### src/rtl/fp_core_pkg.sv
// Shared definitions for the FP core: sequencer state encoding, default widths
// and the opcode values understood by the execution unit.
package fp_core_pkg;

  localparam int FP_ADDR_W = 5;
  localparam int FP_DATA_W = 32;
  localparam int FP_OP_W   = 4;

  localparam logic [2:0] ST_IDLE  = 3'd0;
  localparam logic [2:0] ST_READ  = 3'd1;
  localparam logic [2:0] ST_ISSUE = 3'd2;
  localparam logic [2:0] ST_WAIT  = 3'd3;
  localparam logic [2:0] ST_WRITE = 3'd4;

  typedef enum logic [2:0] {
    IDLE  = ST_IDLE,
    READ  = ST_READ,
    ISSUE = ST_ISSUE,
    WAIT  = ST_WAIT,
    WRITE = ST_WRITE
  } seq_state_e;

  localparam logic [FP_OP_W-1:0] OP_ADD = 4'd0;
  localparam logic [FP_OP_W-1:0] OP_SUB = 4'd1;
  localparam logic [FP_OP_W-1:0] OP_MUL = 4'd2;
  localparam logic [FP_OP_W-1:0] OP_DIV = 4'd3;

endpackage

### src/rtl/regfile_sequencer.sv
// Single-issue sequencer: read two FP registers, hand them to the execution unit,
// collect the result and optionally write it back through registered rf/wf ports.
module regfile_sequencer
  import fp_core_pkg::*;
#(
  parameter int ADDR_W = FP_ADDR_W,
  parameter int DATA_W = FP_DATA_W,
  parameter int OP_W   = FP_OP_W,
  parameter int CNT_W  = 16
) (
  input  logic              clk,
  input  logic              reset,
  input  logic              instr_valid,
  output logic              instr_ready,
  input  logic [OP_W-1:0]   instr_op,
  input  logic [ADDR_W-1:0] instr_rs1,
  input  logic [ADDR_W-1:0] instr_rs2,
  input  logic [ADDR_W-1:0] instr_rd,
  input  logic              instr_wb,
  output logic [ADDR_W-1:0] rs1,
  output logic [ADDR_W-1:0] rs2,
  output logic              rf,
  input  logic [DATA_W-1:0] rd1,
  input  logic [DATA_W-1:0] rd2,
  output logic [ADDR_W-1:0] ws,
  output logic [DATA_W-1:0] wd,
  output logic              wf,
  output logic              ex_valid,
  input  logic              ex_ready,
  output logic [OP_W-1:0]   ex_op,
  output logic [DATA_W-1:0] ex_a,
  output logic [DATA_W-1:0] ex_b,
  input  logic              res_valid,
  output logic              res_ready,
  input  logic [DATA_W-1:0] res_data,
  output logic              busy,
  output logic [CNT_W-1:0]  retire_count
);

  seq_state_e        state_q;
  logic [ADDR_W-1:0] rs1_q, rs2_q, rd_q, ws_q;
  logic [DATA_W-1:0] wd_q, ex_a_q, ex_b_q;
  logic [OP_W-1:0]   ex_op_q;
  logic              wb_q, rf_q, wf_q, ex_valid_q, res_ready_q;
  logic [CNT_W-1:0]  retire_q, retire_d;

  assign retire_d = retire_q + CNT_W'(1);

  always_ff @(posedge clk) begin
    // NOTE: non-blocking assignments here so every register samples pre-edge
    // values regardless of statement order within the block.
    if (reset) begin
      state_q     <= IDLE;
      rs1_q       <= '0;
      rs2_q       <= '0;
      rd_q        <= '0;
      ws_q        <= '0;
      wd_q        <= '0;
      ex_a_q      <= '0;
      ex_b_q      <= '0;
      ex_op_q     <= '0;
      wb_q        <= 1'b0;
      rf_q        <= 1'b0;
      wf_q        <= 1'b0;
      ex_valid_q  <= 1'b0;
      res_ready_q <= 1'b0;
      retire_q    <= '0;
    end else begin
      // rf and wf are one-cycle strobes; only the entering transition raises them.
      rf_q <= 1'b0;
      wf_q <= 1'b0;
      unique case (state_q)
        IDLE: begin
          if (instr_valid) begin
            ex_op_q <= instr_op;
            rs1_q   <= instr_rs1;
            rs2_q   <= instr_rs2;
            rd_q    <= instr_rd;
            wb_q    <= instr_wb;
            rf_q    <= 1'b1;
            state_q <= READ;
          end
        end
        READ: begin
          ex_a_q     <= rd1;
          ex_b_q     <= rd2;
          ex_valid_q <= 1'b1;
          state_q    <= ISSUE;
        end
        ISSUE: begin
          if (ex_ready) begin
            ex_valid_q  <= 1'b0;
            res_ready_q <= 1'b1;
            state_q     <= WAIT;
          end
        end
        WAIT: begin
          if (res_valid) begin
            res_ready_q <= 1'b0;
            if (wb_q) begin
              wd_q    <= res_data;
              ws_q    <= rd_q;
              wf_q    <= 1'b1;
              state_q <= WRITE;
            end else begin
              retire_q <= retire_d;
              state_q  <= IDLE;
            end
          end
        end
        WRITE: begin
          retire_q <= retire_d;
          state_q  <= IDLE;
        end
        default: state_q <= IDLE;
      endcase
    end
  end

  assign instr_ready  = (state_q == IDLE);
  assign busy         = (state_q != IDLE);
  assign rs1          = rs1_q;
  assign rs2          = rs2_q;
  assign rf           = rf_q;
  assign ws           = ws_q;
  assign wd           = wd_q;
  assign wf           = wf_q;
  assign ex_valid     = ex_valid_q;
  assign ex_op        = ex_op_q;
  assign ex_a         = ex_a_q;
  assign ex_b         = ex_b_q;
  assign res_ready    = res_ready_q;
  assign retire_count = retire_q;

endmodule

### config.mk
export PLATFORM = sky130hd
export DESIGN_NAME = regfile_sequencer
export DESIGN_NICKNAME = d
export VERILOG_FILES = /design/src/rtl/fp_core_pkg.sv /design/src/rtl/regfile_sequencer.sv
export SDC_FILE = /design/constraint.sdc
export NUM_CORES = 1
export LEC_CHECK = 0
export ABC_CLOCK_PERIOD_IN_PS = 1550
export CORE_ASPECT_RATIO = 1.75
export CORE_UTILIZATION = 30
export CTS_BUF_LIST = sky130_fd_sc_hd__clkbuf_16
export CTS_CLUSTER_DIAMETER = 60
export DETAILED_ROUTE_END_ITERATION = 16
export MAX_ROUTING_LAYER = met4
export PLACE_DENSITY = 0.74
export SLEW_MARGIN = 20
export SYNTH_ARGS = -nofsm -noshare
export SYNTH_HDL_FRONTEND = slang
export SYNTH_SLANG_ARGS = --single-unit
### constraint.sdc
create_clock -name clk -period 1.55 [get_ports clk]
set_clock_uncertainty 0.1 [all_clocks]
set_input_delay 0.155 -clock clk [delete_from_list [all_inputs] [get_ports clk]]
set_output_delay 0.155 -clock clk [all_outputs]
set_load 0.05 [all_outputs]
# After elaboration in Yosys (flattened, before gate mapping)
# Index checks and enable logic that the tools add are counted.
dict set report word_totals {
  out_inout_bits 137
  ff_bits 144
  wordCells 55
}
dict set report classes {
  addsub 1
  n_reduce_logical 13
  n_mux 15
  eq_ne 8
  bitwise 3
}
# op count
set op_table {}
lappend op_table {{16-bit two-way mux} 2}
lappend op_table {{16-bit case mux with 2 select lines} 1}
lappend op_table {{16-bit by 1-bit adder with 16-bit output, second input constant} 1}
lappend op_table {{3-bit two-way mux} 4}
lappend op_table {{3-bit case mux with 4 select lines} 1}
lappend op_table {{3-bit AND reduction} 4}
lappend op_table {{2-bit inequality test, second input constant} 4}
lappend op_table {{3-bit by 2-bit == test with 1-bit output, second input constant} 2}
lappend op_table {{2-bit nonzero test} 3}
lappend op_table {{1-bit two-way mux} 5}
lappend op_table {{1-bit case mux with 2 select lines} 2}
lappend op_table {{2-bit AND reduction} 2}
lappend op_table {{3-bit by 1-bit == test with 1-bit output, second input constant} 1}
lappend op_table {{3-bit == test, second input constant} 1}
lappend op_table {{3-bit logical NOT} 1}
lappend op_table {{1-bit NOT} 3}
lappend op_table {{3-bit nonzero test} 1}
lappend op_table {{3-bit OR reduction} 1}
lappend op_table {{2-bit OR reduction} 1}

# Depth between registers and ports, before layout
dict set report depth {
  word_depth 4
  depth_mapped 7
  mapped_depth_nobuf 5
}

# Least setup slack after synthesis
# No wires, ideal clock.
dict set report synth_path {
  kind {register -> register}
  startpoint {register retire_q[0] (netlist: retire_count[0])}
  endpoint {register retire_q[8] (netlist: retire_count[8])}
  path_slack_ns -0.481
  t_required_ns 1.380
  arrival_time_ns 1.861
  path_stages_with_launch 7
  setup_ns 0.070
  synth_period_minus_slack_ns 2.031
  cell_sequence {dfxtp_1 ha_1 and4b_1 a32oi_1 buf_2 or3_1 a21oi_1}
}
dict set report synth_via {
  elab_chain_cells 4
}
# item line_no
set synth_rtl {}
lappend synth_rtl {{from (decl)} regfile_sequencer.sv:45} ;# logic [CNT_W-1:0] retire_q, retire_d;
lappend synth_rtl {{from (signal assigned)} regfile_sequencer.sv:106} ;# retire_q <= retire_d;
lappend synth_rtl {{from (signal assigned)} regfile_sequencer.sv:112} ;# retire_q <= retire_d;
lappend synth_rtl {{16-bit by 1-bit adder with 16-bit output *} regfile_sequencer.sv:47} ;# assign retire_d = retire_q + CNT_W'(1);
lappend synth_rtl {{16-bit two-way mux} regfile_sequencer.sv:100} ;# if (wb_q) begin
lappend synth_rtl {{16-bit two-way mux} regfile_sequencer.sv:98} ;# if (res_valid) begin
lappend synth_rtl {{16-bit case mux with 2 select lines *} regfile_sequencer.sv:72} ;# unique case (state_q)
# Every way passes the cells marked *; elsewhere a longest branch is shown, timed or not. The select of a mux whose other input is x is not followed.
# A chain may end at the register's enable or synchronous reset.

# Worst setup path after layout
dict set report layout_path {
  startpoint {register state_q[2]}
  endpoint {register wd_q[14] (netlist: wd[14])}
}
dict set report layout_via {
  elab_chain_cells 2
}
# item line_no
set layout_rtl {}
lappend layout_rtl {{from (decl)} regfile_sequencer.sv:40} ;# seq_state_e state_q;
lappend layout_rtl {{from (signal assigned)} regfile_sequencer.sv:53} ;# state_q <= IDLE;
lappend layout_rtl {{from (signal assigned)} regfile_sequencer.sv:81} ;# state_q <= READ;
lappend layout_rtl {{from (signal assigned)} regfile_sequencer.sv:88} ;# state_q <= ISSUE;
lappend layout_rtl {{3-bit by 2-bit == test with 1-bit output} regfile_sequencer.sv:72}
lappend layout_rtl {{3-bit AND reduction (no source line)} --}
lappend layout_rtl {{to (signal assigned)} regfile_sequencer.sv:101} ;# wd_q <= res_data;
lappend layout_rtl {{to (decl)} regfile_sequencer.sv:42} ;# logic [DATA_W-1:0] wd_q, ex_a_q, ex_b_q;
# Every way passes these cells.

==> flow_summary.json <==
{
  "outcome": "finished, violations left",
  "violations": "negative setup slack",
  "syn_avg_cell_area_um2": 7.975,
  "seq_area_frac_synth": 0.5519,
  "synth_top_area_share": 0.5519,
  "post-dp-hpwl_mm": 11.40,
  "power.density_mw_per_mm2": 1087,
  "critical_path_peak_fanout": 10,
  "drive_gt1_frac": 0.3459,
  "gr-total-overflow": 0,
  "wl_mm": 18.13,
  "gp_congestion": 0.7972,
  "synth_top_area_cell": "dfxtp_1",
  "numPortBuffers": 257,
  "synthToLayoutAreaGrowth_pct": 79.62,
  "setup_viol": 83,
  "synth-edff-count": 0,
  "tns_ns": -9.047,
  "antennaDiodeCount": 0,
  "globalRouteTotalUtil": 0.1983,
  "grt_pass1_vias": 5363,
  "antenna_found_initial": 0,
  "hold_path_class": "input pin to flop",
  "drc": 0,
  "path_class": "flop to flop",
  "fin_crit_ns": 1.765,
  "io_pins": 258,
  "fp.coreArea_mm2": 0.01703,
  "synth_area_leaders": "dfxtp_1, nand2_1, a21oi_1",
  "async_flop_share": 0,
  "drt_iter0_markers": 113,
  "p_leak_uw": 0.003694,
  "reg2reg_depth": 8,
  "yosysUniqueCellTypes": 40,
  "final_common_cell": "nand2_1",
  "whs_path_depth": 2,
  "htree_levels": 4,
  "die_x_um": 101.8,
  "critical_path.cell_chain": "buf_6 -> buf_4 -> and2b_2 -> buf_6 -> nand3_4 -> clkbuf_16 -> nand2_1 -> a21oi_1",
  "hold_viol": 0,
  "final-max-slew-violation-count": 0,
  "num-nets-final": 1067,
  "cts_tree": "yes",
  "crit_path_start_kind": "flop",
  "hold_ws_ns": 0.06059,
  "crit_path_end_kind": "flop",
  "irDropWorstVdd_mv": 0.8871,
  "via_per_inst": 4.683,
  "crit_family": "buffers and inverters",
  "rrSetupSlack_ns": -0.21,
  "drtPass1Iterations": 4,
  "arrival_ns": 1.95,
  "ys_seq_elements": 144,
  "grt_max_degree": 55,
  "start_util": 0.3068,
  "synthFlopType": "dfxtp_1",
  "cts_max_path_buffers": 2,
  "syn_nets": 777,
  "clk_latency_ns": 0.41,
  "rsz0062_at_grt": "true",
  "cap_violations": 0,
  "max_slew_margin": 0.7205,
  "crit_required_ns": 1.73,
  "clock.fmax_mhz": 566.6,
  "path_depth": 8,
  "detail-route-antenna-nets": 0,
  "cts_sinks": 144,
  "die_h_um": 176.6,
  "grt_pass1_wl_mm": 26.34,
  "path_buf_inv": 4,
  "slowest_delay_ns": 0.33,
  "crit_path_top_delay_cell": "dfxtp_2",
  "path_common_cell": "buf_6",
  "via_count": 5545,
  "clkTransAtPathRegs_ns": 0.06,
  "yosysWarnings": 0,
  "mostFrequentLayoutCells": "nand2_1, buf_4, dfxtp_1",
  "fin_crit_sh": 1.139,
  "synth_cells": 655,
  "core.rowCount": 63,
  "wl_per_cell_um": 15.31,
  "cts_root_buf": "clkbuf_16",
  "die_area_mm2": 0.01797,
  "synthesis.area_mm2": 0.005224,
  "worst_pin_slew_ns": 0.4192,
  "numCtsBuffers": 17,
  "fin_ws_ns": -0.2149
}
state kept, by name (all words and copies together) (netlist names):
register      cells
ex_a             32
ex_b             32
ex_op             4
ex_valid          1
rd_q              5
res_ready         1
retire_count     16
rf                1
rs1               5
rs2               5
state_q           3
wb_q              1
wd               32
wf                1
ws                5
worst register-to-register path: stages, from the launching register on:
cell and delay [ns]:
dfxtp_2 0.33, buf_6 0.11, buf_4 0.15, and2b_2 0.28, buf_6 0.12, nand3_4 0.17, clkbuf_16 0.24, nand2_1 0.08
a21oi_1 0.06
per-stage QoR:
step	power, µW	utilization	std cells	worst slack (ns)	instance area [µm²]
global route	10550	0.5511	1184	-0.2489	9383
global placement	5647	0.4738	1129	-0.2590	8068
floorplan	4889	-	655	-0.1269	5301
detailed placement	5664	0.4738	1129	-0.3218	8068
CTS	10180	0.5339	1180	-0.2176	9090
finish	10200	0.5511	1184	-0.2149	9383
report_power, final:
part,switching (µW),internal (µW),total (µW),leakage [µW]
clock network,1590,2820,4420,0.000317
logic,1060,802,1860,0.00220
registers,86.1,3840,3930,0.00118
total,2740,7460,10200,0.00369
metal layers:
layer | vias to the layer above | global-route usage | wire length, µm
met1 | 2618 | 0.2057 | 7062
met5 | - | - | 0
met4 | 0 | 0.09662 | 517
li1 | 2732 | - | -
met3 | 30 | 0.03642 | 739
met2 | 165 | 0.3525 | 9809
repair_timing:
action,in CTS,in global routing
hold buffers,0,0
gates resized for setup,37,70
setup endpoints to repair,132,136
setup buffers,14,3
pin swaps,12,16
gates cloned,6,6
endpoints found under the hold margin,0,0
cell usage after synthesis, types with 4 or more instances:
| cell | instances |
|---|---|
| nand2_1 | 249 |
| dfxtp_1 | 144 |
| clkbuf_1 | 27 |
| o21ai_0 | 8 |
| nor2_1 | 12 |
| a21oi_1 | 136 |
| or3_1 | 10 |
| buf_4 | 4 |
| inv_1 | 6 |
| buf_2 | 13 |
path summary, 6_finish.rpt:
kind | from | end
worst max-delay path | state_q[2] | wd[14]
worst min-delay path | reset | res_ready
worst max register to register | state_q[2] | wd[14]
worst min register to register | ex_b[17] | ex_b[17]
final cells by class:
type                    instances  area, µm²
clock buffers                  17      425.4
multi-input cells             459       2431
well taps                     227      284.0
fillers                      1531       7644
flip-flops and latches        144       2934
inverters                       6      26.28
repair buffers                317       3083
clock inverters                14      198.9
cells by family (layout without fill, tap and decap cells):
group / Yosys count / count (layout) / synth area share
buf+inv: 52 / 354 / 0.04479
xor+xnor: 2 / 2 / 0.003354
fa+ha+maj: 1 / 1 / 0.002395
mux: 2 / 2 / 0.004072
flops: 144 / 144 / 0.5519
compound gates: 154 / 154 / 0.1533
simple gates: 300 / 300 / 0.2402
Note: power is estimated with default switching activity, not from simulation.
==> edit: new RTL, same settings <==
Register the output `retire_count` once more; this adds one clock of latency there. The other outputs are not delayed to match.
--- a/src/rtl/regfile_sequencer.sv
+++ b/src/rtl/regfile_sequencer.sv
@@ -131,5 +131,7 @@
   assign ex_b         = ex_b_q;
   assign res_ready    = res_ready_q;
-  assign retire_count = retire_q;
+  always_ff @(posedge clk) begin
+    retire_count <= retire_q;
+  end
 
 endmodule
Behaviour: not the same (a bounded check fails within 10 cycles, from zero or initial values and one cycle with reset high).
==> edit against the unedited design <==
The flow still finishes with violations (setup timing); sequential cell count increased by 16; worst setup slack worse by 0.050 ns; first-iteration DRC count increased by 82%; global-route usage decreased by 1.7 points; sequential power up 11%; wire length up 15%; critical endpoint is now instr_ready; area after synthesis is 6.4% higher; critical path depth shrank 3; power is 8.5% higher; non-clock buffer count rose by 24; utilization up 4.0 points; design area rose by 14%.
==> edit: results (changes against the unedited design) <==
* # setup viols final at 141 (+70%)
* Iter 0 DRT Violations at 206 (+82%)
* Total iterations of the first detailed-routing run at 5 (+1)
* Gr usage total at 0.181 (-0.0171)
* Layout cells sized above 1 at 0.437 (+0.0916)
* Sum Neg Setup Slack at -15.52 ns (-6.48 ns)
* Fin worst setup slack at -0.265 ns (-0.0504 ns)
* Switching Fraction at 0.282 (+0.0132)
* Rel. slew slack at 0.723 (+0.00233)
* Synth area leaders: dfxtp_1 58%, nand2_1 17%, a21oi_1 12%
* Post-DP HPWL at 11.6 mm (+1.6%)
* First-pass GRT wire length at 26.5 mm (+0.65%)
* Initial Utilization at 0.308 (+0.00116)
* Worst flop-to-flop path endpoint: retire_q[12]
* Fill count at 1,484 (-3.1%)
* Post-synthesis sequential area ratio at 0.576 (+0.0242)
* WS Path Type: reg -> out
* Number of global-route vias before repair at 5,349 (-0.26%)
* Synth cell types at 38 (-5.0%)
* Max FO, Critical Path at 2 (-8)
* Synth cell count leaders: 253 x nand2_1, 160 x dfxtp_1, 135 x a21oi_1
* Via-per-instance ratio at 4.79 (+2.2%)
* Final net count at 1,108 (+3.8%)
* Maximum VDD drop at 637 uV (-28%)
* R2R depth at 5 (-3)
* GPL Wtd Cong at 0.771 (-3.2%)
* Largest net degree at the start of global routing at 43 (-22%)
* Status: finished, violations left
* Hold endpoint: ex_b[11]
* WHS at 0.0567 ns (-0.00385 ns)
* Cells after Synth at 669 (+2.1%)
* Non-filler cells, final at 1,234 (+4.2%)
* Routed WL at 20.8 mm (+15%)
* Initial antenna violation count at 1 (+1)
* Failing checks: setup timing
## edit: cell types whose count changed in the layout (fill, tap and decap cells not counted), moves of 6 or more
cell / unedited run / this run
nand2_4: 0 / 57
nand2_1: 226 / 179
dfxtp_1: 127 / 155
buf_4: 159 / 169
a21oi_2: 37 / 74
nand2_2: 24 / 16
a21oi_1: 99 / 61
dfxtp_4: 12 / 5
clkbuf_16: 23 / 29
## edit: worst max path at each step
stage,slack [ns],to,depth (start not counted)
global route,-0.31,instr_ready,5
detailed placement,-0.38,retire_q[12],5
finish,-0.27,instr_ready,5
floorplan,-0.04,retire_q[13],6
CTS,-0.28,instr_ready,5
global placement,-0.33,retire_q[14],5
## edit: power by group through the flow
stage | clock network, uW | registers, uW | logic [uW]
CTS | 4570 | 4340 | 1720
floorplan | 0 | 4910 | 422
global route | 4780 | 4360 | 2320
global placement | 0 | 4430 | 1640
finish | 4500 | 4350 | 2230
detailed placement | 0 | 4440 | 1650
## edit: per-stage QoR
stage	power (uW)	area, um2
final	11100	10700
after global routing	11500	10700
after CTS	10600	9270
after detailed placement	6090	8380
after global placement	6070	8380
after floorplan	5330	5600
## edit: critical path: stages, from the launching register on
cell and delay [ns]:
dfxtp_4 0.35, buf_6 0.11, buf_6 0.10, or3_4 0.36, clkinvlp_4 0.10, buf_12 0.13
## edit: per-layer routing
metal  part of all wire  global-route usage
met1               0.36               0.181
met2               0.56               0.327
met3              0.041              0.0346
met4              0.042               0.102
met5                  0                   -
## edit: area by class of cell
type	instances	area (um2)	area share
Inverter	4	18.8	0.00176
Clock inverter	15	208	0.0195
Timing Repair Buffer	341	3400	0.319
Clock buffer	17	425	0.0399
Tap cell	234	293	0.0275
Multi-Input combinational cell	462	3100	0.290
Antenna cell	1	2.50	0.000235
Sequential cell	160	3220	0.302
## edit: what timing repair did
action                     in CTS  in global routing
pin swaps                      16                 98
setup endpoints to repair      72                136
setup buffers                  10                 14
cloned                          2                 19
resized for setup              30                234
## edit: cell families after synthesis
group	after synthesis	share of synthesized area
and+or+nand+nor	302	0.228
DFF	160	0.576
AOI/OAI and AO/OA	153	0.147
buffers and inverters	48	0.0383
xor gates and xnor gates	4	0.00630
muxes	1	0.00180
adders and majority gates	1	0.00225
